--- src/rtl/sap_pkg.sv ---
// sap_pkg: shared definitions for the sap_cpu accumulator core.
//   - default datapath widths
//   - opcode values (held 32 bits wide so they compare cleanly against any OP_W)
//   - microsequencer step encoding and internal bus source select
//   - width legality helper used at elaboration time
package sap_pkg;

    localparam int DEF_DATA_W = 8;
    localparam int DEF_ADDR_W = 4;
    localparam int DEF_OP_W   = 4;

    localparam logic [31:0] OP_NOP = 32'h0;
    localparam logic [31:0] OP_LDA = 32'h1;
    localparam logic [31:0] OP_ADD = 32'h2;
    localparam logic [31:0] OP_SUB = 32'h3;
    localparam logic [31:0] OP_STA = 32'h4;
    localparam logic [31:0] OP_LDI = 32'h5;
    localparam logic [31:0] OP_JMP = 32'h6;
    localparam logic [31:0] OP_JC  = 32'h7;
    localparam logic [31:0] OP_JZ  = 32'h8;
    localparam logic [31:0] OP_OUT = 32'hE;
    localparam logic [31:0] OP_HLT = 32'hF;

    typedef enum logic [2:0] {
        T0 = 3'd0,
        T1 = 3'd1,
        T2 = 3'd2,
        T3 = 3'd3,
        T4 = 3'd4
    } step_t;

    typedef enum logic [2:0] {
        BUS_NONE = 3'd0,
        BUS_PC   = 3'd1,
        BUS_RAM  = 3'd2,
        BUS_IR   = 3'd3,
        BUS_A    = 3'd4,
        BUS_ALU  = 3'd5
    } bus_sel_t;

    // Opcode and operand fields must not overlap inside one data word.
    function automatic bit widths_ok(int data_w, int addr_w, int op_w);
        return (data_w >= addr_w + 4) && (data_w >= addr_w + op_w) && (op_w <= 32);
    endfunction

endpackage

--- src/rtl/sap_if.sv ---
// sap_if: control/load/output bundle of the sap_cpu core.
//   run                : sequencer enable
//   prog_we/addr/data  : RAM loader port (only honoured while run=0)
//   out_data/out_valid : output register and its one-cycle update strobe
//   halted, pc         : status / debug
// master = surrounding system (loader, clock/halt logic), slave = the CPU.
interface sap_if import sap_pkg::*; #(
    parameter int DATA_W = DEF_DATA_W,
    parameter int ADDR_W = DEF_ADDR_W
);
    logic              run;
    logic              prog_we;
    logic [ADDR_W-1:0] prog_addr;
    logic [DATA_W-1:0] prog_data;
    logic [DATA_W-1:0] out_data;
    logic              out_valid;
    logic              halted;
    logic [ADDR_W-1:0] pc;

    modport master (
        output run, prog_we, prog_addr, prog_data,
        input  out_data, out_valid, halted, pc
    );

    modport slave (
        input  run, prog_we, prog_addr, prog_data,
        output out_data, out_valid, halted, pc
    );
endinterface

--- src/rtl/sap_alu.sv ---
// sap_alu: combinational adder/subtractor.
//   a, b   : operands
//   sub    : 0 = a+b, 1 = a+~b+1
//   result : low DATA_W bits of the sum
//   carry  : carry-out (for subtraction 1 means no borrow)
//   zero   : result == 0
module sap_alu import sap_pkg::*; #(
    parameter int DATA_W = DEF_DATA_W
) (
    input  logic [DATA_W-1:0] a,
    input  logic [DATA_W-1:0] b,
    input  logic              sub,
    output logic [DATA_W-1:0] result,
    output logic              carry,
    output logic              zero
);
    logic [DATA_W-1:0] b_eff;
    logic [DATA_W:0]   sum;

    assign b_eff  = sub ? ~b : b;
    assign sum    = {1'b0, a} + {1'b0, b_eff} + {{DATA_W{1'b0}}, sub};
    assign result = sum[DATA_W-1:0];
    assign carry  = sum[DATA_W];
    assign zero   = (sum[DATA_W-1:0] == '0);
endmodule

--- src/rtl/sap_cpu.sv ---
// sap_cpu: accumulator CPU with a multiplexed internal bus and a fixed
// five-step microsequencer (T0..T4, every instruction takes all five).
//   clk, rst : system clock, asynchronous active-high reset
//   bus      : sap_if slave (run, loader port, output register, status)
// RAM is read asynchronously at MAR and written on the clock edge, either by
// STA (run=1) or by the loader (run=0); it is never cleared by reset.
module sap_cpu import sap_pkg::*; #(
    parameter int DATA_W = DEF_DATA_W,
    parameter int ADDR_W = DEF_ADDR_W,
    parameter int OP_W   = DEF_OP_W
) (
    input logic   clk,
    input logic   rst,
    sap_if.slave  bus
);
    if (!widths_ok(DATA_W, ADDR_W, OP_W)) begin : g_bad_widths
        $error("sap_cpu: DATA_W too narrow for opcode plus operand");
    end

    step_t             step, step_next;
    bus_sel_t          bus_sel;
    logic [DATA_W-1:0] dbus;
    logic [DATA_W-1:0] mem [2**ADDR_W];
    logic [DATA_W-1:0] ram_rd, ir, a, b, out_r, alu_res;
    logic [ADDR_W-1:0] pc_r, mar;
    logic [31:0]       op;
    logic              cf, zf, out_v, halted_r, advance, alu_c, alu_z;
    logic              mar_ld, ir_ld, pc_inc, pc_ld, a_ld, b_ld;
    logic              out_ld, ram_we, flags_ld, hlt, alu_sub;

    assign advance = bus.run && !halted_r;
    assign ram_rd  = mem[mar];
    assign op      = {{(32-OP_W){1'b0}}, ir[DATA_W-1 -: OP_W]};

    sap_alu #(.DATA_W(DATA_W)) u_alu (
        .a(a), .b(b), .sub(alu_sub),
        .result(alu_res), .carry(alu_c), .zero(alu_z)
    );

    // Sequencer state register
    always_ff @(posedge clk or posedge rst) begin
        if (rst)
            step <= T0;
        else if (advance)
            step <= step_next;
    end

    // Sequencer next state: fixed T0..T4 ring
    always_comb begin
        step_next = T0;
        case (step)
            T0:      step_next = T1;
            T1:      step_next = T2;
            T2:      step_next = T3;
            T3:      step_next = T4;
            default: step_next = T0;
        endcase
    end

    // Control decode: one bus source and a set of load enables per step.
    // Nothing is enabled while frozen (run=0 or halted).
    always_comb begin
        bus_sel  = BUS_NONE;
        mar_ld   = 1'b0;
        ir_ld    = 1'b0;
        pc_inc   = 1'b0;
        pc_ld    = 1'b0;
        a_ld     = 1'b0;
        b_ld     = 1'b0;
        out_ld   = 1'b0;
        ram_we   = 1'b0;
        flags_ld = 1'b0;
        hlt      = 1'b0;
        alu_sub  = (op == OP_SUB);
        if (advance) begin
            case (step)
                T0: begin bus_sel = BUS_PC;  mar_ld = 1'b1; end
                T1: begin bus_sel = BUS_RAM; ir_ld = 1'b1; pc_inc = 1'b1; end
                T2: begin
                    case (op)
                        OP_LDA, OP_ADD, OP_SUB, OP_STA: begin bus_sel = BUS_IR; mar_ld = 1'b1; end
                        OP_LDI: begin bus_sel = BUS_IR; a_ld  = 1'b1; end
                        OP_JMP: begin bus_sel = BUS_IR; pc_ld = 1'b1; end
                        OP_JC:  begin bus_sel = BUS_IR; pc_ld = cf; end
                        OP_JZ:  begin bus_sel = BUS_IR; pc_ld = zf; end
                        OP_OUT: begin bus_sel = BUS_A;  out_ld = 1'b1; end
                        OP_HLT: hlt = 1'b1;
                        default: ;
                    endcase
                end
                T3: begin
                    case (op)
                        OP_LDA:         begin bus_sel = BUS_RAM; a_ld = 1'b1; end
                        OP_ADD, OP_SUB: begin bus_sel = BUS_RAM; b_ld = 1'b1; end
                        OP_STA:         begin bus_sel = BUS_A;   ram_we = 1'b1; end
                        default: ;
                    endcase
                end
                T4: begin
                    if (op == OP_ADD || op == OP_SUB) begin
                        bus_sel  = BUS_ALU;
                        a_ld     = 1'b1;
                        flags_ld = 1'b1;
                    end
                end
                default: ;
            endcase
        end
    end

    // Internal bus mux; narrower sources are zero-extended
    always_comb begin
        case (bus_sel)
            BUS_PC:  dbus = {{(DATA_W-ADDR_W){1'b0}}, pc_r};
            BUS_RAM: dbus = ram_rd;
            BUS_IR:  dbus = {{(DATA_W-ADDR_W){1'b0}}, ir[ADDR_W-1:0]};
            BUS_A:   dbus = a;
            BUS_ALU: dbus = alu_res;
            default: dbus = '0;
        endcase
    end

    always_ff @(posedge clk or posedge rst) begin
        if (rst) begin
            pc_r     <= '0;
            mar      <= '0;
            ir       <= '0;
            a        <= '0;
            b        <= '0;
            cf       <= 1'b0;
            zf       <= 1'b0;
            out_r    <= '0;
            out_v    <= 1'b0;
            halted_r <= 1'b0;
        end else begin
            out_v <= out_ld;
            if (mar_ld) mar <= dbus[ADDR_W-1:0];
            if (ir_ld)  ir  <= dbus;
            if (pc_ld)
                pc_r <= dbus[ADDR_W-1:0];
            else if (pc_inc)
                pc_r <= pc_r + ADDR_W'(1);
            if (a_ld)   a   <= dbus;
            if (b_ld)   b   <= dbus;
            if (flags_ld) begin
                cf <= alu_c;
                zf <= alu_z;
            end
            if (out_ld) out_r <= dbus;
            if (hlt)    halted_r <= 1'b1;
        end
    end

    // RAM: STA and loader writes are mutually exclusive through run
    always_ff @(posedge clk) begin
        if (ram_we)
            mem[mar] <= dbus;
        else if (bus.prog_we && !bus.run)
            mem[bus.prog_addr] <= bus.prog_data;
    end

    assign bus.out_data  = out_r;
    assign bus.out_valid = out_v;
    assign bus.halted    = halted_r;
    assign bus.pc        = pc_r;
endmodule

--- src/flat_wrapper.sv ---
// flat-port wrapper written by rule: the top's interface ports become plain ports
module sap_cpu_flat import sap_pkg::*;
#(
    parameter int DATA_W = DEF_DATA_W,
    parameter int ADDR_W = DEF_ADDR_W,
    parameter int OP_W   = DEF_OP_W
)
  (clk, rst, bus_run, bus_prog_we, bus_prog_addr, bus_prog_data, bus_out_data, bus_out_valid, bus_halted, bus_pc);
  sap_if #(.DATA_W(DATA_W), .ADDR_W(ADDR_W)) bus_i ();
  input logic clk;
  input logic rst;
  input wire logic [$bits(bus_i.run)-1:0] bus_run;
  input wire logic [$bits(bus_i.prog_we)-1:0] bus_prog_we;
  input wire logic [$bits(bus_i.prog_addr)-1:0] bus_prog_addr;
  input wire logic [$bits(bus_i.prog_data)-1:0] bus_prog_data;
  output wire logic [$bits(bus_i.out_data)-1:0] bus_out_data;
  output wire logic [$bits(bus_i.out_valid)-1:0] bus_out_valid;
  output wire logic [$bits(bus_i.halted)-1:0] bus_halted;
  output wire logic [$bits(bus_i.pc)-1:0] bus_pc;
  assign bus_i.run = bus_run;
  assign bus_i.prog_we = bus_prog_we;
  assign bus_i.prog_addr = bus_prog_addr;
  assign bus_i.prog_data = bus_prog_data;
  assign bus_out_data = bus_i.out_data;
  assign bus_out_valid = bus_i.out_valid;
  assign bus_halted = bus_i.halted;
  assign bus_pc = bus_i.pc;
  sap_cpu #(.DATA_W(DATA_W), .ADDR_W(ADDR_W), .OP_W(OP_W)) u_core (.clk(clk), .rst(rst), .bus(bus_i));
endmodule
--- config.mk ---
export PLATFORM = sky130hd
export DESIGN_NAME = sap_cpu_flat
export DESIGN_NICKNAME = d
export VERILOG_FILES = /design/src/rtl/sap_pkg.sv /design/src/rtl/sap_if.sv /design/src/rtl/sap_alu.sv /design/src/rtl/sap_cpu.sv /design/src/flat_wrapper.sv
export SDC_FILE = /design/constraint.sdc
export NUM_CORES = 1
export LEC_CHECK = 0
export CAP_MARGIN = 20
export CORE_MARGIN = 2
export CORE_UTILIZATION = 55
export DETAILED_ROUTE_END_ITERATION = 8
export PLACE_DENSITY = 0.73
export SLEW_MARGIN = 20
export SYNTH_ARGS = -nofsm -noshare
export SYNTH_HDL_FRONTEND = slang
export SYNTH_SLANG_ARGS = --single-unit
--- constraint.sdc ---
create_clock -name clk -period 3.7 [get_ports clk]
set_input_delay 0.925 -clock clk [delete_from_list [all_inputs] [get_ports clk]]
set_output_delay 0.925 -clock clk [all_outputs]
set_load 0.05 [all_outputs]
-- Word level (Yosys, flattened, before mapping)
Memories as Yosys holds them, arrays and structs flattened.
Cells that the tools add are included.
- output and inout port bits: 14
- word-level logic and storage cells: 93
- bits of input ports: 16
- register bits: 47
- memories: 1
- memory bits (writable): 128
- reductions and logical operators: 13
- add/sub/neg operators: 3
- muxes and demuxes: 45
- bitwise gates (word level): 1
- equality and inequality tests: 19
- memories (name ; words ; bits a word ; rd ports ; clocked after Yosys merged registers in ; wr ports ; line ; RTL):
    u_core.mem ; 16 ; 8 ; 1 ; 0 ; 1 ; sap_cpu.sv:23 ; logic [DATA_W-1:0] mem [2**ADDR_W];
- operators by type and width (cell ; count):
    case mux 8 bit (5 select lines) ; 1
    two-way mux 1 bit ; 30
    equality test 4 x 3 -> 1 bit (second input constant) ; 4
    two-way mux 8 bit ; 2
    OR reduction 8 bit ; 2
    case mux 3 bit (5 select lines) ; 1
    equality test 3 x 2 -> 1 bit (second input constant) ; 4
    equality test 4 bit (second input constant) ; 3
    two-way mux 4 bit ; 3
    case mux 3 bit (2 select lines) ; 2
    case mux 3 bit (4 select lines) ; 1
    adder 8 x 8 -> 9 bit ; 1
    adder 9 x 1 -> 9 bit ; 1
    equality test 3 bit (second input constant) ; 3
    equality test 4 x 2 -> 1 bit (second input constant) ; 2
    zero test 8 bit ; 1
    NOT 8 bit ; 1
    equality test 3 x 1 -> 1 bit (second input constant) ; 2
    two-way mux 3 bit ; 2
    case mux 1 bit (3 select lines) ; 2
    adder 4 x 1 -> 4 bit (second input constant) ; 1
    equality test 4 x 1 -> 1 bit (second input constant) ; 1
    OR reduction 4 bit ; 1
    zero test 3 bit ; 1
    other kinds (7) ; 9

-- Logic depth before layout (Yosys ltp)
- word-level depth: 8
- gate-level depth with buffers: 12
- mapped depth without buffers: 10

-- By module
A second synthesis with hierarchy kept.
- cell total of the unflattened synthesis: 559
- area total of the unflattened synthesis: 7983.9 sq um
- by module, submodules not included (module ; area each (sq um) ; cells an instance ; seq. area each (sq um) ; times used):
    sap_cpu ; 7508.5 ; 500 ; 5019.8 ; 1
    sap_alu ; 475.5 ; 59 ; 0.0 ; 1

-- Worst setup path after synthesis
Ideal clock, no wire load.
- path kind: register -> register
- from: register u_core.ir[4]
- to: memory u_core.mem[0][5] in the netlist's numbering, data pin
- path slack: 0.281 ns
- period minus slack after synthesis: 3.419 ns
- cell stages (with the launch flop): 12
- arrival: 3.127 ns
- path through: dfrtp_1 buf_2 nor4bb_1 buf_2 xor2_1 ha_1 a31o_2 a22oi_1 a21oi_1 or4_1 a21o_1 a21oi_1
- cells in the longest elaborated chain, start to end: 8
- elaborated cells between the ends (all ways): 33
- classes of those cells: 2 x add/sub; 14 x eq/ne; 13 x mux; 4 x reduce/logical
- ends and longest elaborated chain (item ; line ; RTL):
    from (decl) ; sap_cpu.sv:24 ; logic [DATA_W-1:0] ram_rd, ir, a, b, out_r, alu_res;
    from (signal assigned) ; sap_cpu.sv:138 ; if (ir_ld) ir <= dbus;
    branches (longest 7 deep; another with adder 8 x 8 -> 9 bit) ; - ;
    two-way mux 8 bit (no source line) * ; - ;
    to (decl) ; sap_cpu.sv:23 ;
Mark *: on every way between the ends.

-- Final worst setup path
- from: register u_core.ir[5]
- to: memory u_core.mem[15][5] in the netlist's numbering, data pin
Same word-level chain as after synthesis.

==> metrics.txt <==
Iter 0 DRT Violations 848; metal2 WL 9470 µm; H-tree depth 4; Std-Cell Rows 44; PwrDens 428 nW/µm²; outcome completed; FF-to-FF Start u_core.ir[5]; Final Skew 0.0127 ns; Layout Nets 638; share of cells above drive strength 1 24.6%; post-synthesis cell type count 73; hold crit path type flip-flop to flip-flop; initial antenna violation count 0; CP startpoint kind flip-flop; # diodes 0; GP Congestion 0.960; fin crit period 3.30 ns; Crit path required time 3.97 ns; commonest register cell after synthesis edfxtp_1; clk_lat worst skew 0.44 ns; syn_nets 573; Multi-input gate area 2850 µm²; root buffer cell clkbuf_16; Initial Util 55.8%; synth cell count leaders edfxtp_1 (128), dfrtp_1 (47), nor2_1 (41); Final Cycle Share 89.1%; ranking of synthesized cells by area edfxtp_1 (48%), dfrtp_1 (15%), mux4_2 (10%); Design Power 4030 µW; total global routing overflow 0; syn_area_per_cell 14.7 µm²; Syn Std Cell Area 8050 µm²; Max Freq 303 MHz; number of synthesized register bits 175; TritonRoute pass-1 iters 5; Worst R2R Path Depth 11; endpoints failing hold 0; PortBufs 29; Fin Hold WS 0.493 ns; vias in the first global route 5189; worst vdd ir 0.429 mV; most numerous cell in the Yosys netlist edfxtp_1; setup repair after global routing missed its margin false; die width 125 µm; Syn-to-layout area delta 17.0%; WL per Instance 23.4 µm; vias post-DR 5193; critical path arrival 3.57 ns; Max Cap Violations 0; fill count 1019; Num CTS Buffers 17; clock-pin slew on the worst setup and hold paths 0.07 ns; antenna-violating nets left 0; post-route setup slack 0.402 ns; IO Pins 30; final core occ 65.3%; Setup CP Type flip-flop to flip-flop; global-route wire length before repair 30000 µm; die area 15600 µm²; Worst Min Path Start u_core.ir[0]; Vert. Die Dim 125 µm; CTS tree built; largest net degree at the start of global routing 38; final wirelength 19000 µm; final setup vio count 0; hold path cells 2; maximum fanout along the worst path 16; top layer in use met4; Slew HR 58.4%; setup_tns 0 ns; pre-CTS setup slack 0.274 ns; core box area 14400 µm²; Critical Path End Type flip-flop; Async S/R FF share, synth 26.9%; met1 WL 7800 µm; total track usage 25.5%; Synthesis Warnings 0; drt via density 6.41; Synth top area share 47.8%; final max-slew violation count 0; drt drc 0; Synth Instances 548; dpl hpwl 12900 µm; Critical Path Source u_core.ir[5]; Leakage 0.00343 µW; sequential share of the synthesized area 62.4%; Worst-Margin Slew 0.624 ns; Post-synth EDFFs 128; WL met3 1100 µm; CTS Buffer Depth 2; cell taking the most area after synthesis edfxtp_1; TritonCTS Sinks 175; register area 5020 µm²
-- per-stage QoR --
stage	cell area (µm²)	instances
finish	9420	810
global route	9420	810
CTS	9420	810
detailed placement	8810	778
global placement	8810	778
floorplan	8050	548
-- layout by cell type (no fill, tap or decap), drive strengths merged, types with 3 or more instances in the layout --
cell           instances
mux4                  37
buf                   45
dfrtp                 47
a31oi                 10
clkbuf                18
ha                     8
edfxtp               128
a211oi                 4
o21a                   4
and3                   5
mux2i                  6
mux2                  23
and2                   4
a21oi                 16
o211ai                 4
clkinv                 6
xnor2                  4
inv                   21
nand3                 12
nor3                  12
o31ai                  3
nor2                  41
a22oi                  5
nand2                 34
a31o                   3
nor3b                  7
nor2b                  6
xor2                  10
or3                    4
clkdlybuf4s50         29
nand4                  3
a21o                   5
or4                    4
o21ai                 20
-- worst max-delay path: stages (launching register included) --
cell      delay (ns)
dfrtp_2         0.49
nor4bb_2        0.24
buf_4           0.24
xor2_1          0.21
ha_1            0.28
a31o_2          0.26
a22oi_1         0.18
a21oi_1         0.11
or4_1           0.55
a21o_1          0.21
a21oi_1         0.14
buf_4           0.22
-- where the power goes --
group	internal, µW	total (µW)	switching (µW)
logic	36.8	100	63.1
registers	2110	2120	4.07
clock network	984	1820	834
total	3130	4030	901
-- kinds of logic after synthesis --
kind of cell / synth area share (%)
flip-flops: 62.4
AND/OR/NAND/NOR: 9.11
AO/OA/AOI/OAI: 8.77
multiplexers: 14.4
buffers and inverters: 2.35
XOR/XNOR: 1.52
adder cells (fa/ha/maj): 1.49
-- routing by layer --
layer	up-vias	global-route usage, %
li1	2272	-
met1	2610	34.7
met2	256	41.8
met3	55	4.66
met4	0	9.93
met5	-	0
-- worst paths after layout --
kind	to	slack [ns]
max	u_core.mem[15][5]	0.40
min	u_core.ir[0]	0.49
max reg2reg	u_core.mem[15][5]	0.40
min reg2reg	u_core.ir[0]	0.49
max in group asynchronous	u_core.ir[5]	2.14
min in group asynchronous	u_core.b[4]	0.77
-- layout make-up --
type                    count  area share [%]
inverters                  15           0.598
clock buffers              18            4.66
flip-flops and latches    175            53.3
well taps                 184            2.44
multi-input cells         330            30.3
repair buffers             74            6.94
clock inverters            14            1.77
-- state kept, by name (all words and copies together) (netlist names), 3 cells and up --
name and flops:
u_core.step 3, u_core.a 8, u_core.bus.out_data 8, u_core.ir 8, u_core.mem 128, u_core.b 8
u_core.bus.pc 4, u_core.mar 4
-- what timing repair did --
action	CTS	global route
resized for setup	0	1
setup buffers	0	0
hold buffers	0	0
setup endpoints to repair	0	16
Power figures use the tool's default switching activity.
